**src/rtl/calc_bank.sv**
```systemverilog
`default_nettype none
// ============================================================================
// Module      : calc_bank
// Description : Bank of NUM_ACC signed accumulators with a built-in ALU. A
//               debounced commit button applies one operation per physical
//               press to the selected accumulator. Each accumulator also keeps
//               a sticky signed-overflow flag.
// Revision    : 1.0 - initial release
// ============================================================================
module calc_bank #(
    parameter  int WIDTH    = 16,
    parameter  int NUM_ACC  = 4,
    parameter  int DEBOUNCE = 4,
    localparam int SELW     = $clog2(NUM_ACC),
    localparam int SHW      = $clog2(WIDTH)
) (
    input  logic             clk,
    input  logic             btnu,
    input  logic             btnd,
    input  logic             btnl,
    input  logic             btnc,
    input  logic             btnr,
    input  logic [WIDTH-1:0] sw,
    input  logic [SELW-1:0]  acc_sel,
    output logic [WIDTH-1:0] led,
    output logic             zero,
    output logic             ovf,
    output logic             done
);

    localparam int             CNTW          = $clog2(DEBOUNCE + 1);
    localparam logic [CNTW-1:0] C_CNT_MAX    = CNTW'(DEBOUNCE - 1);
    localparam logic [CNTW-1:0] C_CNT_ONE    = CNTW'(1);

    localparam logic [1:0] C_ST_IDLE         = 2'd0;
    localparam logic [1:0] C_ST_PRESS_WAIT   = 2'd1;
    localparam logic [1:0] C_ST_HELD         = 2'd2;
    localparam logic [1:0] C_ST_RELEASE_WAIT = 2'd3;

    localparam logic [2:0] C_OP_ADD = 3'b000;
    localparam logic [2:0] C_OP_SUB = 3'b001;
    localparam logic [2:0] C_OP_AND = 3'b010;
    localparam logic [2:0] C_OP_OR  = 3'b011;
    localparam logic [2:0] C_OP_XOR = 3'b100;
    localparam logic [2:0] C_OP_SLL = 3'b101;
    localparam logic [2:0] C_OP_SRA = 3'b110;
    localparam logic [2:0] C_OP_SLT = 3'b111;

    logic             r_sync1;
    logic             r_btnd_s;
    logic [1:0]       r_state;
    logic [1:0]       w_state_nxt;
    logic [CNTW-1:0]  r_cnt;
    logic [CNTW-1:0]  w_cnt_nxt;
    logic             w_commit;

    logic [WIDTH-1:0] r_acc [NUM_ACC];
    logic [NUM_ACC-1:0] r_ovf;
    logic             r_done;

    logic [2:0]       w_op;
    logic [WIDTH-1:0] w_a;
    logic [WIDTH-1:0] w_b;
    logic [SHW-1:0]   w_shamt;
    logic [WIDTH-1:0] w_res;
    logic             w_ovf_set;

    // Two-flop synchroniser for the asynchronous commit button
    always_ff @(posedge clk) begin
        if (btnu) begin
            r_sync1  <= 1'b0;
            r_btnd_s <= 1'b0;
        end else begin
            r_sync1  <= btnd;
            r_btnd_s <= r_sync1;
        end
    end

    // Debounce FSM state and stability counter registers
    always_ff @(posedge clk) begin
        if (btnu) begin
            r_state <= C_ST_IDLE;
            r_cnt   <= '0;
        end else begin
            r_state <= w_state_nxt;
            r_cnt   <= w_cnt_nxt;
        end
    end

    // Next state: a level must stay stable DEBOUNCE samples to be accepted
    always_comb begin
        w_state_nxt = r_state;
        w_cnt_nxt   = r_cnt;
        case (r_state)
            C_ST_IDLE: begin
                if (r_btnd_s) begin
                    w_state_nxt = C_ST_PRESS_WAIT;
                    w_cnt_nxt   = C_CNT_ONE;
                end
            end
            C_ST_PRESS_WAIT: begin
                if (!r_btnd_s) begin
                    w_state_nxt = C_ST_IDLE;
                    w_cnt_nxt   = '0;
                end else if (r_cnt == C_CNT_MAX) begin
                    w_state_nxt = C_ST_HELD;
                end else begin
                    w_cnt_nxt   = r_cnt + C_CNT_ONE;
                end
            end
            C_ST_HELD: begin
                if (!r_btnd_s) begin
                    w_state_nxt = C_ST_RELEASE_WAIT;
                    w_cnt_nxt   = C_CNT_ONE;
                end
            end
            default: begin
                if (r_btnd_s) begin
                    w_state_nxt = C_ST_HELD;
                end else if (r_cnt == C_CNT_MAX) begin
                    w_state_nxt = C_ST_IDLE;
                end else begin
                    w_cnt_nxt   = r_cnt + C_CNT_ONE;
                end
            end
        endcase
    end

    // Commit fires on the edge that accepts a stable press
    always_comb begin
        w_commit = (r_state == C_ST_PRESS_WAIT) && r_btnd_s && (r_cnt == C_CNT_MAX);
    end

    // ALU on the selected accumulator and the switch operand
    always_comb begin
        w_op      = {btnl, btnc, btnr};
        w_a       = r_acc[acc_sel];
        w_b       = sw;
        w_shamt   = sw[SHW-1:0];
        w_res     = '0;
        w_ovf_set = 1'b0;
        case (w_op)
            C_OP_ADD: begin
                w_res     = w_a + w_b;
                w_ovf_set = (w_a[WIDTH-1] == w_b[WIDTH-1]) && (w_res[WIDTH-1] != w_a[WIDTH-1]);
            end
            C_OP_SUB: begin
                w_res     = w_a - w_b;
                w_ovf_set = (w_a[WIDTH-1] != w_b[WIDTH-1]) && (w_res[WIDTH-1] != w_a[WIDTH-1]);
            end
            C_OP_AND: w_res = w_a & w_b;
            C_OP_OR:  w_res = w_a | w_b;
            C_OP_XOR: w_res = w_a ^ w_b;
            C_OP_SLL: w_res = w_a << w_shamt;
            C_OP_SRA: w_res = $signed(w_a) >>> w_shamt;
            C_OP_SLT: w_res = {{(WIDTH-1){1'b0}}, ($signed(w_a) < $signed(w_b))};
            default:  w_res = '0;
        endcase
    end

    // Accumulator bank, sticky overflow flags and the done strobe
    always_ff @(posedge clk) begin
        if (btnu) begin
            for (int i = 0; i < NUM_ACC; i++) begin
                r_acc[i] <= '0;
            end
            r_ovf  <= '0;
            r_done <= 1'b0;
        end else begin
            r_done <= w_commit;
            if (w_commit) begin
                r_acc[acc_sel] <= w_res;
                if (w_ovf_set) begin
                    r_ovf[acc_sel] <= 1'b1;
                end
            end
        end
    end

    // Display follows acc_sel combinationally
    always_comb begin
        led  = r_acc[acc_sel];
        zero = (r_acc[acc_sel] == '0);
        ovf  = r_ovf[acc_sel];
        done = r_done;
    end

endmodule
`default_nettype wire
```
**config.mk**
```make
export PLATFORM = sky130hd
export DESIGN_NAME = calc_bank
export DESIGN_NICKNAME = d
export VERILOG_FILES = /design/src/rtl/calc_bank.sv
export SDC_FILE = /design/constraint.sdc
export NUM_CORES = 1
export LEC_CHECK = 0
export CAP_MARGIN = 40
export CORE_MARGIN = 4
export CORE_UTILIZATION = 25
export CTS_CLUSTER_SIZE = 40
export DETAILED_ROUTE_END_ITERATION = 8
export SLEW_MARGIN = 30
export SYNTH_ARGS = -nofsm -noshare
export SYNTH_HDL_FRONTEND = slang
export SYNTH_SLANG_ARGS = --single-unit
export TNS_END_PERCENT = 100
```
**constraint.sdc**
```tcl
create_clock -name clk -period 5.35 [get_ports clk]
set_input_delay 1.07 -clock clk [delete_from_list [all_inputs] [get_ports clk]]
set_output_delay 1.07 -clock clk [all_outputs]
set_load 0.01 [all_outputs]
```
# Yosys cells after proc, flatten, opt, wreduce, memory -nomap -nowiden
# Memory sizes are Yosys's and may differ from the RTL's.
# Index checks and enable logic that the tools add are counted.
[totals]
ff_bits = 12
rom_bits = 0
ramBits = 64
memories = 1
latchBits = 0
word_cells = 77
output_inout_bits = 19
[mem_list]
columns = ["memory", "depth", "word_bits", "rd", "rd_ports_with_merged_regs", "write_ports", "line", "rtl"]
rows = [
  ["r_acc", 4, 16, 1, 0, 4, "57", "logic [WIDTH-1:0] r_acc [NUM_ACC];"],
]
[classes]
n_addsub = 3
n_lt_le_gt_ge = 3
div = 0
reduce_logical = 13
multipliers = 0
n_mux = 27
bitwise = 4
n_shift = 2
eq_ne = 18
[op_table]
columns = ["cell", "n"]
rows = [
  ["16-bit case mux with 8 select lines", 1],
  ["16-bit adder", 1],
  ["16-bit AND", 1],
  ["16-bit zero test", 1],
  ["16-bit less-than comparator", 1],
  ["16-bit 2-to-1 mux", 1],
  ["16-bit bitwise OR", 1],
  ["16-bit OR reduction", 1],
  ["16-bit by 4-bit left shift with 16-bit output", 1],
  ["16-bit by 4-bit >>> shifter with 16-bit output", 1],
  ["16-bit subtractor", 1],
  ["16-bit XOR", 1],
  ["3-bit 2-to-1 mux", 5],
  ["2-bit 2-to-1 mux", 7],
  ["3-bit == test (second input constant)", 4],
  ["3-bit by 2-bit == test with 1-bit output (second input constant)", 3],
  ["3-bit case mux with 3 select lines", 1],
  ["1-bit 2-to-1 mux", 8],
  ["2-bit case mux with 3 select lines", 1],
  ["1-bit logical AND", 5],
  ["2-bit != test (second input constant)", 2],
  ["4-bit bitwise OR", 1],
  ["4-bit AND reduction", 1],
  ["4-bit nonzero test", 1],
  ["17 further kinds", 19],
]

# Depth between registers and ports, before layout
[depth]
ltp_word = 8
depth_mapped = 15
depth_no_buf = 13

# Worst setup path before layout
# OpenSTA, ideal clock, no wires.
[synth_path]
path_type = "input-to-reg"
start = "in acc_sel[0]"
end = "mem r_acc[2][15], data pin"
n_path_buf = 3
slack_ps = 1159
arrival_time_ps = 3926
required_ps = 5085
stages = 14
path_cell_list = "buf_6 buf_12 mux4_2 inv_1 ha_1 clkbuf_1 nor4_1 nand2_1 a211oi_1 a211oi_1 or2_2 a211o_1 o211ai_2 nor2_1"
[synth_rtl]
columns = ["item", "line", "rtl"]
rows = [
  ["start: declaration", "24", "input logic [SELW-1:0] acc_sel,"],
  ["end: declaration", "57", ""],
]

# Worst setup path in the final report
[layout_path]
start = "in acc_sel[0]"
end = "out zero"
[layout_via]
elab_chain_len = 2
[layout_lines]
columns = ["item", "line", "rtl"]
rows = [
  ["memory 4 x 16 bit", "--", ""],
  ["16-bit zero test", "183", "zero = (r_acc[acc_sel] == '0);"],
  ["end: declaration", "26", "output logic zero,"],
]
# Every way passes these cells.

==> metrics.txt <==
status finished clean; Ys Warns 0; Final setup viols 0; TritonCTS Buffers 9; Critical Path End Type output port; antenna cells 0; clock-pin slew on the worst setup and hold paths 0.05 ns; Worst Hold Launch r_sync1; Layout Nets 932; PortBufs 42; die area 0.0337 mm^2; DR vias/cell 5.42; EDFF count, synth 64; Pwr Total 1.90 mW; min-delay worst type reg -> reg; DRC 0; Gate Count Post-Synth 808; capturing point of the worst reg2reg path r_acc[2][15]; most frequent CP cell buf_4; vias 6769; Main synth FF type edfxtp_1; Pleak 3.40 nW; syn avg cell area 9.53 um^2; fin crit period 4.94 ns; Die W 184 um; cts repair resizes 0; first-pass GRT wire length 39700 um; Layout area overhead 15.7%; drt initial violations 680; CTS Sinks 76; arrival time at the worst endpoint 3.87 ns; CTS H-Tree Depth 3; CTS tree yes; r2r worst-path depth 12; Post-Synthesis Cell Area 0.00770 mm^2; Clock Skew 0.00932 ns; final setup margin 0.410 ns; WHS Endpoint r_btnd_s; Routability Congestion 0.989; antenna violations before repair 0; clock root cell clkbuf_16; Final Max Slew Viols 0; antenna violation net count after detailed routing 0; CP peak stage delay 0.73 ns; Hold Path Depth 1; Post-Layout Inst Area 0.00891 mm^2; Hold-fix buffers, CTS 0; reg2reg start r_acc[1][12]; slowest CP cell mux4_1; slew at the pin closest to its max-slew limit 0.813 ns; r2r setup slk 1.51 ns; Seq/Total Area, Yosys 28.1%; setup TNS 0 ns; Starting Density 25.3%; critical path, cell by cell buf_2, buf_4, mux4_1, buf_4, nor4_1, and4_1, clkdlybuf4s50_1; count of max-cap constraint violations 0; Initial DRT Pass Iterations 5; dpl ws 0.251 ns; Yosys reg bits 76; largest net degree at the start of global routing 34; CP Class in -> out; Area after DPL 0.00864 mm^2; power density cells 214 mW/mm^2; GRT Total Usage 15.0%; Core Footprint 0.0305 mm^2; syn_nets 891; CP max FO 15; synth unique cells 79; die height 184 um; later-pin clock latency in the skew report 0.33 ns; Post-CTS Setup Bufs 0; drt wl/cell 20.7 um; final hold violations 0; Async S/R FF share, synth 0%; VDD IR max 0.152 mV; Startpoint Class primary input; I/O pin count 43; num rows 64; Clock Path Buffers 2; gr ovfl total 0; Critical Path RT 4.28 ns; RSZ-0062 raised after global routing false; WL final 25900 um; Max-slew headroom 45.3%; fraction of layout cells with a size suffix above 1 17.2%; fmax 0.202 GHz; vias in the first global route 6590; Final HPWL DP 19900 um; final worst-path cycle share 92.3%
## metrics by stage
step,cells,util [%],hold WS [ns]
after global placement,1231,28.2,0.420
final,1250,29.2,0.443
after CTS,1250,29.2,0.447
after detailed placement,1234,28.3,0.434
after floorplan,808,-,0.414
after global routing,1250,29.2,0.466
## layout by cell type, fill, tap and decap left out, types with 4 or more instances in the layout
master | netlist | routed
a31oi_1 | 4 | 4
edfxtp_1 | 64 | 64
o221ai_2 | 4 | 4
buf_4 | 1 | 43
o22ai_1 | 14 | 14
nand2b_1 | 15 | 15
o21ai_0 | 25 | 25
nor4_1 | 8 | 8
a221oi_1 | 10 | 10
a21oi_1 | 54 | 54
xnor2_1 | 20 | 20
nor2_1 | 102 | 102
mux2i_1 | 17 | 17
a221o_1 | 5 | 5
a211oi_1 | 15 | 15
mux4_2 | 38 | 38
nor2b_1 | 8 | 8
mux2_2 | 19 | 19
a21o_1 | 4 | 4
clkdlybuf4s50_1 | 0 | 39
clkbuf_16 | 0 | 9
o221ai_1 | 8 | 8
o211ai_1 | 14 | 14
o21bai_1 | 4 | 4
nor3_1 | 10 | 10
ha_1 | 57 | 57
or2_2 | 7 | 7
inv_1 | 63 | 63
mux4_1 | 5 | 5
nand3_1 | 16 | 16
and3_1 | 6 | 6
or3_1 | 11 | 11
nand2_1 | 45 | 45
dfxtp_1 | 12 | 12
## cell usage after synthesis (all sizes together), types with 5 or more instances
library cell | instances | area (um^2)
nor2 | 102 | 383
edfxtp | 64 | 1920
inv | 64 | 240
a21oi | 57 | 297
ha | 57 | 713
mux4 | 45 | 1040
nand2 | 45 | 169
clkbuf | 32 | 124
o21ai | 26 | 130
buf | 25 | 195
mux2 | 21 | 244
xnor2 | 20 | 175
mux2i | 17 | 170
a211oi | 16 | 125
nand3 | 16 | 80.1
o211ai | 16 | 130
nand2b | 15 | 93.8
o22ai | 14 | 87.6
dfxtp | 12 | 240
o221ai | 12 | 130
a221oi | 11 | 103
or3 | 11 | 68.8
nor3 | 10 | 50.1
nor2b | 8 | 50.1
nor4 | 8 | 50.1
or2 | 7 | 43.8
and3 | 6 | 37.5
a221o | 5 | 50.1
## power breakdown
part,internal [mW],switching (mW)
Combinational,0.281,0.403
Sequential,0.658,0.0117
Clock,0.323,0.227
Total,1.26,0.641
## flip-flops by register name, summed over array words and instances, names as in the netlist, named ones only
name      count
done          1
r_acc        64
r_btnd_s      1
r_cnt         3
r_ovf         4
r_state       1
r_sync1       1
## kinds of logic after synthesis
kind of cell	synth area share, %
flip-flops	28.1
buffers and inverters	7.42
multiplexers	18.8
adder cells (fa/ha/maj)	9.78
AO/OA/AOI/OAI	18.8
AND/OR/NAND/NOR	14.5
XOR/XNOR	2.61
## layer usage
layer	global-route usage, %	part of all wire, %	wire length, um	vias up
met2	23.4	45	11800	295
met1	21.2	44	11500	3328
met3	2.91	7.7	1990	39
met5	0	0	0	-
li1	-	-	-	3107
met4	4.26	2.5	636	0
## final cells by class
cell class / instances / area (um^2)
clock buffer: 11 / 243
tap: 396 / 495
clock inverter: 5 / 28.8
timing repair buffer: 88 / 766
multi-input combinational: 609 / 4980
fill: 3222 / 21600
inverter: 65 / 244
sequential: 76 / 2160
## worst max-delay path, delay by kind of cell
family	cells	cell delay, ns
simple gates	2	0.53
buf+inv	4	1.51
mux	1	0.73
## worst max-delay path by stage
stage               start           end  slack [ns]  cells past startpoint
6_report       acc_sel[0]          zero        0.41                      7
5_1_grt        acc_sel[0]          zero        0.25                      7
4_1_cts        acc_sel[0]          zero        0.45                      7
3_5_place_dp   acc_sel[0]      r_ovf[3]        0.25                     14
3_3_place_gp   acc_sel[0]      r_ovf[3]        0.28                     14
2_1_floorplan  acc_sel[0]  r_acc[2][15]        1.16                     14
Power figures use the tool's default switching activity.
==> RTL edit 1: new RTL, config.mk and constraints unchanged <==
`NUM_ACC`: 4 -> 8.
--- a/src/rtl/calc_bank.sv
+++ b/src/rtl/calc_bank.sv
@@ -9,7 +9,7 @@
 // ============================================================================
 module calc_bank #(
     parameter  int WIDTH    = 16,
-    parameter  int NUM_ACC  = 4,
+    parameter  int NUM_ACC  = 8,
     parameter  int DEBOUNCE = 4,
     localparam int SELW     = $clog2(NUM_ACC),
     localparam int SHW      = $clog2(WIDTH)
Ports: changed (resized acc_sel); port bits go from 43 to 44. The function was not compared with the original's and may differ.
==> RTL edit 1 against the unedited design <==
Synthesized cell count up 35%; worst setup slack worse by 0.19 ns; synthesized area up 40%; wire length up 43%; global-route usage up 0.45 points; final cell count up 44%; sequential cell count up 68; die area up 38%; design area up 48%; power up 78%; sequential share of layout area up 7.4 points; clock skew up 0.0012 ns; largest cell class unchanged; highest routed layer unchanged.
==> RTL edit 1: results (changes against the unedited design) <==
synthMuxAreaShare: 0.1141  # was 0.1884
numCtsBuffers: 17  # was 9
layout-drive-gt1-share: 0.2061  # was 0.1721
ys_async_sr_fraction: 0  # unchanged
grt_max_degree: 46  # was 34
arrival_ns: 4.06  # was 3.87 ns
fin_skew_ns: 0.01055  # was 0.009321 ns
synthTopCellsByArea: "edfxtp_1 36%, ha_1 7.7%, nor2_1 6.8%, mux4_2 6.3%, dfxtp_1 3.0%"  # was edfxtp_1 25%, mux4_2 11%, ha_1 9.3%, nor2_1 5.0%, a21oi_1 3.5%
cellLeakagePower_nw: 4.993  # was 3.404 nW
first_pass_iters: 5  # unchanged
htree_levels: 4  # was 3
yosysSeqAreaShare: 0.3863  # was 0.2807
relSlewSlack: 0.4499  # was 0.4529
synth_compound_area_frac: 0.1735  # was 0.1876
cts_buffer_depth: 2  # unchanged
outcome: "completed"  # unchanged
wl_per_cell_um: 20.49  # was 20.69 µm
synth-edff-count: 128  # was 64
syn-num-nets: 1181  # was 891
dp_slack_ns: -0.3139  # was 0.2508 ns
grt_pass1_vias: 9243  # was 6590
synthTopCellsByCount: "195 x nor2_1, 128 x edfxtp_1, 66 x ha_1"  # was 102 x nor2_1, 64 x edfxtp_1, 63 x inv_1
rr_worst_depth: 14  # was 12
cts-root-buf: "clkbuf_16"  # unchanged
drt_iter0_drc: 1075  # was 680
port_buffers: 43  # was 42
hold_path.class: "flip-flop to flip-flop"  # unchanged
insertedDiodeCount: 0  # unchanged
vias_per_cell: 5.277  # was 5.415
grt_util_all_layers: 0.1546  # was 0.1501
path_max_fanout: 17  # was 15
synth_warnings: 0  # unchanged
synth_xor_area_frac: 0.01869  # was 0.02615
ys.flop_type: "edfxtp_1"  # unchanged
setup-tns-final_ns: 0  # unchanged
clk_pin_slew_ns: 0.06
holdPathStages: 1  # unchanged
synth_fa_ha_area_frac: 0.08032  # was 0.09777
fin_nets: 1304  # was 932
cts.repair.resized: 4  # was 0
hpwl_um: 27110  # was 19950 µm
route.vias.total: 9499  # was 6769
ys_types: 96  # was 79
finalInstanceArea_um2: 13150  # was 8915 µm²
peakVddDrop_mv: 0.2360  # was 0.1522 mV
grt_pass1_wl_um: 55920  # was 39690 µm
antenna_found_initial: 0  # unchanged
cts_setup_buffers: 1  # was 0
dp.cells: 1767  # was 1234
synthCells: 1088  # was 808
insertion_delay_ns: 0.43  # was 0.33 ns
place_area_um2: 12560  # was 8643 µm²
reg_top3: "r_acc x128, r_ovf x8, r_cnt x3"  # was r_acc x64, r_ovf x4, r_cnt x3
nFillCells: 4345  # was 3222
gp_congestion: 0.9258  # was 0.9891
-- RTL edit 1: per-layer routing --
metal	vias to the layer above	GRT usage	wire (µm)	part of all wire
met5	-	0	0	0
met4	0	0.05132	1071	0.029
met3	65	0.02250	2750	0.075
met2	439	0.2554	17300	0.47
met1	4701	0.2085	15760	0.43
li1	4294	-	-	-
-- RTL edit 1: cell type report --
class	count	area share
well taps	577	0.05489
repair buffers	167	0.1041
clock buffers	17	0.03234
inverters	65	0.01855
multi-input cells	816	0.4640
flip-flops and latches	144	0.3166
clock inverters	14	0.009513
-- RTL edit 1: power by group --
| part | total [mW] | leakage (nW) | switching (mW) | internal, mW |
|---|---|---|---|---|
| Clock | 1.11 | 0.271 | 0.502 | 0.607 |
| Sequential | 1.26 | 1.45 | 0.00964 | 1.25 |
| Combinational | 1.01 | 3.27 | 0.593 | 0.414 |
-- RTL edit 1: path summary, 6_finish.rpt --
path	endpoint	slack (ns)	startpoint
max	zero	0.22	acc_sel[1]
min	r_btnd_s$_SDFF_PP0_	0.44	r_sync1$_SDFF_PP0_
max reg2reg	r_acc[3][11]$_SDFFCE_PN0P_	0.99	r_acc[7][4]$_SDFFCE_PN0P_
min reg2reg	r_btnd_s$_SDFF_PP0_	0.44	r_sync1$_SDFF_PP0_
-- RTL edit 1: logic make-up after synthesis --
group	count (synthesis)
and+or+nand+nor	395
AOI/OAI and AO/OA	250
DFF	144
buffers and inverters	128
muxes	80
adders and majority gates	68
xor gates and xnor gates	23
-- RTL edit 1: critical path, cell delays in order --
cell,delay (ns)
clkbuf_4,0.26
buf_4,0.20
buf_4,0.23
mux2i_1,0.23
nor2_1,0.09
nor4_4,0.46
inv_2,0.17
nor3_2,0.25
nand4_1,0.18
nor4_4,0.22
buf_4,0.16
clkdlybuf4s50_1,0.53
==> RTL edit 2: new RTL, config.mk and constraints unchanged <==
Made on the original files. Remove the case item `C_OP_SRA` of the case on `w_op`.
--- a/src/rtl/calc_bank.sv
+++ b/src/rtl/calc_bank.sv
@@ -152,7 +152,6 @@
             C_OP_OR:  w_res = w_a | w_b;
             C_OP_XOR: w_res = w_a ^ w_b;
             C_OP_SLL: w_res = w_a << w_shamt;
-            C_OP_SRA: w_res = $signed(w_a) >>> w_shamt;
             C_OP_SLT: w_res = {{(WIDTH-1){1'b0}}, ($signed(w_a) < $signed(w_b))};
             default:  w_res = '0;
         endcase
Function: no difference found for any inputs over 10 cycles, from zero or initial values; that may be too few to reach the edited logic, so the function may still have changed.
==> RTL edit 2 against the unedited design <==
Clock skew decreased by 0.0010 ns; worst setup slack got worse by 0.11 ns; wire length decreased by 20%; hold slack improved by 0.0089 ns; design area decreased by 11%; sequential cell count unchanged; power decreased by 2.2%; synthesized area decreased by 14%; fmax decreased by 2.2%; largest cell class unchanged; largest power group is now registers.
==> RTL edit 2: results (changes against the unedited design) <==
clock_cell_area_share: 0.03911  # was 0.03046
layout-drive-gt1-share: 0.1138  # was 0.1721
ys_types: 70  # was 79
hpwl_um: 16170  # was 19950 µm
fin_nets: 866  # was 932
rr_worst_depth: 11  # was 12
synthMuxAreaShare: 0.1139  # was 0.1884
grt_util_all_layers: 0.1400  # was 0.1501
wl_per_cell_um: 18.45  # was 20.69 µm
synthCells: 729  # was 808
gp_congestion: 0.9730  # was 0.9891
vias_per_cell: 5.186  # was 5.415
multiInputGateArea_um2: 4103  # was 4976 µm²
synth_xor_area_frac: 0.02237  # was 0.02615
r2r_start: "r_acc[3][0]$_DFFE_PP_"  # was r_acc[1][12]$_SDFFCE_PN0P_
n_all_inverters: 57  # was 65
syn-num-nets: 818  # was 891
path_max_fanout: 11  # was 15
multi_input_gates: 554  # was 609
synth_compound_area_frac: 0.1777  # was 0.1876
grt_pass1_vias: 5614  # was 6590
final-nonclk-buf-share: 0.09147  # was 0.08589
synth_fa_ha_area_frac: 0.1245  # was 0.09777
critPathSlowestCell: "clkdlybuf4s50_1"  # was mux4_1
outcome: "completed"  # unchanged
hold_slack_ns: 0.4518  # was 0.4428 ns
dp_slack_ns: 0.1288  # was 0.2508 ns
synthTopCellsByCount: "96 x nor2_1, 64 x edfxtp_1, 63 x ha_1"  # was 102 x nor2_1, 64 x edfxtp_1, 63 x inv_1
drt_iter0_drc: 488  # was 680
synthTopCellsByArea: "edfxtp_1 29%, ha_1 12%, mux4_2 7.1%, nor2_1 5.4%, dfxtp_1 3.6%"  # was edfxtp_1 25%, mux4_2 11%, ha_1 9.3%, nor2_1 5.0%, a21oi_1 3.5%
fin_skew_ns: 0.008319  # was 0.009321 ns
yosysSeqAreaShare: 0.3249  # was 0.2807
worst_pin_slew_ns: 0.8411  # was 0.8131 ns
arrival_ns: 3.98  # was 3.87 ns
grt_pass1_wl_um: 32200  # was 39690 µm
cellLeakagePower_nw: 3.126  # was 3.404 nW
p_per_area_nw_per_um2: 234.7  # was 213.6 nW/µm²
route.vias.total: 5793  # was 6769
==> RTL edit 2: worst reg2reg max path: stages (launching register included) <==
cell	delay (ns)
edfxtp_1	0.39
mux4_2	0.55
ha_1	0.25
fa_1	0.46
a211oi_1	0.25
o21bai_1	0.15
o31ai_1	0.34
o21ai_0	0.19
a311o_1	0.40
xor2_1	0.16
a221oi_2	0.42
nor3b_1	0.09
==> RTL edit 2: per-layer routing <==
| layer | wire, µm | vias up | track usage |
|---|---|---|---|
| met5 | 0 | - | 0 |
| met4 | 395 | 0 | 0.03617 |
| met3 | 1208 | 26 | 0.02357 |
| met2 | 9488 | 212 | 0.2291 |
| met1 | 9512 | 2810 | 0.1928 |
| li1 | - | 2745 | - |
==> RTL edit 2: where the power goes <==
group / switching [mW] / leakage [nW] / total, mW / internal (mW)
combinational: 0.334 / 2.22 / 0.566 / 0.232
clock: 0.223 / 0.150 / 0.630 / 0.407
sequential: 0.00829 / 0.758 / 0.666 / 0.658
total: 0.566 / 3.13 / 1.86 / 1.30
